[src/rtl/reorder_fifo.sv]
// reorder_fifo: in-order reorder buffer between dispatch and commit, show-ahead read, one-cycle flush.
// Defining REORDER_OCCUPANCY_EN adds the reOrder_occupancy port (wptr - rptr).
`ifndef RB
`define RB 6
`endif
`ifndef REORDER_INFO_DW
`define REORDER_INFO_DW (64 + 5 + `RB + 6)
`endif

module reorder_fifo #(
    parameter int DP = 4,
    localparam int AW = $clog2(DP)
) (
    input  logic                        CLK,
    input  logic                        RSTn,
    input  logic [`REORDER_INFO_DW-1:0] dispat_info,
    input  logic                        reOrder_fifo_push,
    output logic                        reOrder_fifo_full,
    output logic [`REORDER_INFO_DW-1:0] commit_fifo,
    output logic                        reOrder_fifo_empty,
    input  logic                        reOrder_fifo_pop,
    input  logic                        commit_abort
`ifdef REORDER_OCCUPANCY_EN
    ,
    output logic [AW:0]                 reOrder_occupancy
`endif
);

    localparam int DW = `REORDER_INFO_DW;
    localparam logic [AW:0] PTR_ONE = (AW+1)'(1);

    logic [DW-1:0] mem [DP];
    logic [AW:0]   wptr;
    logic [AW:0]   rptr;
    logic          push_ok;
    logic          pop_ok;

    // Handshake: push/pop are requests, full/empty are the ready-side flags; a transfer
    // happens only when request & flag-permits & ~commit_abort, otherwise it is dropped.
    assign reOrder_fifo_empty = (wptr == rptr);
    assign reOrder_fifo_full  = (wptr[AW] != rptr[AW]) && (wptr[AW-1:0] == rptr[AW-1:0]);
    assign push_ok = reOrder_fifo_push && !reOrder_fifo_full && !commit_abort;
    assign pop_ok  = reOrder_fifo_pop && !reOrder_fifo_empty && !commit_abort;

    // Show-ahead head; valid only when ~empty.
    assign commit_fifo = mem[rptr[AW-1:0]];

`ifdef REORDER_OCCUPANCY_EN
    assign reOrder_occupancy = wptr - rptr;
`endif

    always_ff @(posedge CLK or negedge RSTn) begin
        if (!RSTn) begin
            wptr <= '0;
            rptr <= '0;
            for (int i = 0; i < DP; i++) begin
                mem[i] <= '0;
            end
        end else if (commit_abort) begin
            // Flush only rewinds the pointers; stale storage is never visible while empty.
            wptr <= '0;
            rptr <= '0;
        end else begin
            if (push_ok) begin
                mem[wptr[AW-1:0]] <= dispat_info;
                wptr              <= wptr + PTR_ONE;
            end
            if (pop_ok) begin
                rptr <= rptr + PTR_ONE;
            end
        end
    end

endmodule

[config.mk]
export PLATFORM = sky130hd
export DESIGN_NAME = reorder_fifo
export DESIGN_NICKNAME = d
export VERILOG_FILES = /design/src/rtl/reorder_fifo.sv
export SDC_FILE = /design/constraint.sdc
export NUM_CORES = 1
export LEC_CHECK = 0
export CORE_MARGIN = 1.5
export CORE_UTILIZATION = 50
export DETAILED_ROUTE_END_ITERATION = 7
export GPL_TIMING_DRIVEN = 0
export PLACE_DENSITY = 0.85
export SLEW_MARGIN = 25
export SYNTH_ARGS = -nofsm -noshare
export SYNTH_HDL_FRONTEND = slang
export SYNTH_SLANG_ARGS = --single-unit
[constraint.sdc]
create_clock -name CLK -period 2 [get_ports CLK]
set_input_delay 0.5 -clock CLK [delete_from_list [all_inputs] [get_ports CLK]]
set_output_delay 0.5 -clock CLK [all_outputs]
set_load 0.02 [all_outputs]
; Yosys cells after proc, flatten, opt, wreduce, memory -nomap -nowiden
; Index checks and enable logic that the tools add are counted.
; W data, S select, Z words.
[op_classes]
n_lt_le_gt_ge = 3
bitwise = 3
n_reduce_logical = 12
n_mux = 10
add_sub_neg = 2
n_eq_ne = 3
[op_table]
columns = operator, count
row1 = $bwmux W324, 1
row2 = $mux W81, 3
row3 = $bmux W81 S2, 1
row4 = $demux W81 S2, 1
row5 = $mux W3, 4
row6 = $add A3 B1 Y3 const B, 2
row7 = $ge A3 B3 Y1 const B, 2
row8 = $logic_and A1 B1 Y1, 6
row9 = $not A2 Y3, 2
row10 = $reduce_bool A2 Y1, 2
row11 = $eq A3 B3 Y1, 1
row12 = $logic_not A1 Y1, 3
row13 = $lt A3 B1 Y1 const B, 1
row14 = $eq A2 B2 Y1, 1
row15 = $reduce_and A2 Y1, 1
row16 = $ne A1 B1 Y1, 1
row17 = $not A1 Y1, 1
[totals]
wordCells = 39
in_bits = 86
output_inout_bits = 83
reg_bits = 330

; Logic depth before layout (Yosys ltp)
[depth]
depth_word = 7
ltp_mapped = 7
depth_no_buf = 5

; Worst setup path before layout
; Ideal clock, no wire load.
[synth_timing]
kind = register -> output
startpoint = reg rptr[0]
endpoint = out commit_fifo[16]
path_slack_ps = -253
n_path_buf = 3
required_time_ps = 1500
arrival_ps = 1753
stages_incl_launch_ff = 5
cell_sequence = dfrtp_1 clkbuf_2 clkbuf_1 buf_2 mux4_2
[synth_between]
elab_chain_cells = 4
[synth_lines]
columns = element, line
row1 = from (decl), 34  ; logic [AW:0] rptr;
row2 = from (signal assigned), 69  ; rptr <= rptr + PTR_ONE;
row3 = $not A2 Y3 (not written as such), 46  ; assign commit_fifo = mem[rptr[AW-1:0]];
row4 = $bmux W81 S2, 46
row5 = $mux W81 (not written as such) (2 in series), 46
row6 = to (decl), 19  ; output logic [`REORDER_INFO_DW-1:0] commit_fifo,
; No other way between the ends. The select of a mux whose other input is x is not followed.

; Worst setup path after layout
[layout_timing]
startpoint = reg rptr[0]
endpoint = out commit_fifo[63]
; The elaborated chain is that of the path after synthesis.

==> flow_metrics.py <==
metrics = {
    "outcome": {
        "outcome": "finished, violations left",
        "violations": "setup timing",
    },
    "clock_network": {
        "htreeDepth": 2,
        "cts_root_buf": "clkbuf_16",
        "clock_sinks": 330,
        "clock_path_buffers": 3,
        "clk_pin_slew_ps": 60,
        "cts_tree": "done",
        "cts_made_buffers": 36,
        "clkLatencyLatePin_ps": 500,
    },
    "critical_path": {
        "critPathRequiredTime_ps": 1500,
        "critPathArrivalTime_ps": 2090,
        "crit_path_start": "rptr[0]",
        "cp_slowest_cell": "mux4_2",
        "end_kind": "output port",
        "cp_cell_sequence": "buf_8, clkbuf_16, clkbuf_16, mux4_2, buf_6",
        "crit_type": "reg -> out",
        "path_max_fanout": 7,
        "cpLargestDelayFamily": "buffers and inverters",
        "slowest_delay_ps": 530,
        "startpoint_type": "flop",
        "worst-path-buf-inv": 4,
        "r2r_start": "rptr[0]",
        "crit_path_frequent_cell": "clkbuf_16",
    },
    "detailed_routing": {
        "first_iter_violations": 410,
        "route.detailed.wl_per_inst_um": 22.8,
        "detail-route-antenna-nets": 0,
        "viasPerCell": 5.60,
        "wl_um": 35100,
        "drc": 0,
        "vias": 8652,
        "dr.pass1.iters": 4,
    },
    "sta": {
        "setup_slack_ps": -594,
        "finClkSkew_ps": 16.2,
        "finalSetupViolCount": 407,
        "post-route-period-util": 1.30,
        "hold_viol_final": 0,
        "relSlewSlack": 0.634,
        "grt_setup_unrepaired": "true",
        "fmax_ghz": 0.386,
        "finalSetupTns_ps": -141380,
        "tightest_slew_ps": 549,
        "maxSlewViolCount": 0,
        "period_needed_ps": 2590,
    },
    "floorplanning": {
        "die_x_um": 174,
        "ios": 169,
        "initial_utilization": 0.510,
        "die_y_um": 174,
        "rows": 62,
        "coreArea_mm2": 0.0288,
        "dieArea_mm2": 0.0304,
    },
    "global_route": {
        "grt_pass1_vias": 9511,
        "grt_pass1_wl_um": 53400,
        "grt_max_degree": 97,
        "grt-ovfl-total": 0,
        "gr-usage-all-layers": 0.225,
        "antenna_found_initial": 2,
    },
    "logic_synthesis": {
        "synth-seq-cells": 330,
        "synth-edff-count": 0,
        "syn_nets": 941,
        "synth_ff_type": "dfrtp_1",
        "synth_area_mm2": 0.0147,
        "synthArstFlopShare": 1.00,
        "avgSynthCellArea_um2": 17.3,
        "ys_warn_count": 0,
        "synth_area_leaders": "dfrtp_1, mux2_2, mux4_2, mux2_1, mux2_4",
        "netlist_instances": 850,
        "yosysMostFrequentCell": "dfrtp_1",
        "synth_common_cells": "dfrtp_1, mux2_2, mux4_2, mux2_1, buf_2",
        "synth_top_area_cell": "dfrtp_1",
        "synth-seq-area-share": 0.563,
        "synth_top_cell_area_share": 0.563,
        "synth_cell_types": 40,
    },
    "pwr": {
        "power_uw": 30000,
        "ir_drop_mv": 1.08,
        "leakagePower_uw": 0.00858,
        "power_density_mw_per_mm2": 1500,
    },
    "flow_run": {
        "maxCapViolCount": 0,
    },
    "layout": {
        "drive_above_1_share": 0.581,
        "finalNetCount": 1228,
        "diodes": 0,
        "syn_to_final_growth_pct": 36.5,
    },
    "min_path": {
        "hold_class": "in -> reg",
        "min_from": "reOrder_fifo_push",
    },
    "placed_design": {
        "port_buffers": 167,
        "hpwlAfterDp_um": 19900,
        "gp_congestion": 0.776,
    },
}
where the power goes:
group	leakage, µW	switching [µW]	internal [µW]	total [µW]
combinational	0.00394	5010	7250	12300
sequential	0.00409	1610	9730	11300
clock	0.000551	2540	3820	6370
total	0.00858	9160	20800	30000
per-layer routing:
layer  vias up  track usage  share of wire  wire length [µm]
li1       3784            -              -                 -
met1      4611        0.298           0.43             15100
met2       206        0.380           0.50             17700
met3        49       0.0468          0.048              1690
met4         2       0.0578          0.018               620
met5         -            0        0.00040                14
cell families (layout without fill, tap and decap cells):
| family | after synthesis | after routing | synth area share |
|---|---|---|---|
| buffers and inverters | 60 | 370 | 0.0263 |
| AOI/OAI and AO/OA | 19 | 19 | 0.0135 |
| DFF | 330 | 330 | 0.563 |
| adders and majority gates | 5 | 5 | 0.00426 |
| xor gates and xnor gates | 6 | 6 | 0.00537 |
| muxes | 405 | 405 | 0.378 |
| and+or+nand+nor | 25 | 25 | 0.00980 |
layout by cell type, fill, tap and decap left out, types with 9 or more instances in the layout:
cell,count
buf_8,9
mux4_2,81
clkbuf_8,10
buf_4,24
clkdlybuf4s15_2,9
clkdlybuf4s50_1,83
clkbuf_1,14
buf_6,64
buf_16,14
dfrtp_1,328
mux2_1,13
clkbuf_16,53
mux2_2,264
buf_2,30
buf_12,43
mux2_4,47
sequential cells by signal, indices dropped and copies added (netlist names):
signal and count:
rptr 3, wptr 3, mem 324
cell type report:
cell class                 instances  area, µm²
buffer                            56        886
clock buffer                      58       1080
clock inverter                     3       43.8
fill                            1795       8740
inverter                           4       15.0
multi-input combinational        460       6210
sequential                       330       8260
tap                              384        480
timing repair buffer             249       3050
metrics by stage:
stage	utilization	hold WS [ps]	setup WS (ps)	cell area, µm²	cells
finish	0.696	457	-594	20000	1544
floorplan	-	204	-17.8	14700	850
global placement	0.586	463	-13590	16900	1401
detailed placement	0.589	474	-1080	16900	1404
global route	0.696	504	-643	20000	1544
CTS	0.667	427	-628	19200	1512
final timing paths:
kind | endpoint | slack (ps) | depth (start not counted)
setup / recovery | commit_fifo[63] | -590 | 5
hold / removal | wptr[1] | 460 | 3
setup reg to reg | mem[288] | -480 | 11
hold reg to reg | mem[171] | 490 | 1
max in group asynchronous | mem[291] | 210 | 4
min in group asynchronous | mem[247] | 540 | 2
timing repair:
| item | 4_1_cts | 5_1_grt |
|---|---|---|
| hold endpoints to repair | 63 | 0 |
| buffers inserted | 30 | 19 |
| gates cloned | 16 | 15 |
| setup endpoints to repair | 409 | 478 |
| gates resized for setup | 475 | 152 |
| hold buffers | 1 | 0 |
| pin swaps | 4 | 6 |
worst min-delay path, delay by kind of cell:
family                 cells  cell delay [ps]
buffers and inverters      1              170
AO/OA/AOI/OAI              2              220
(Power assumes the default switching activity.)
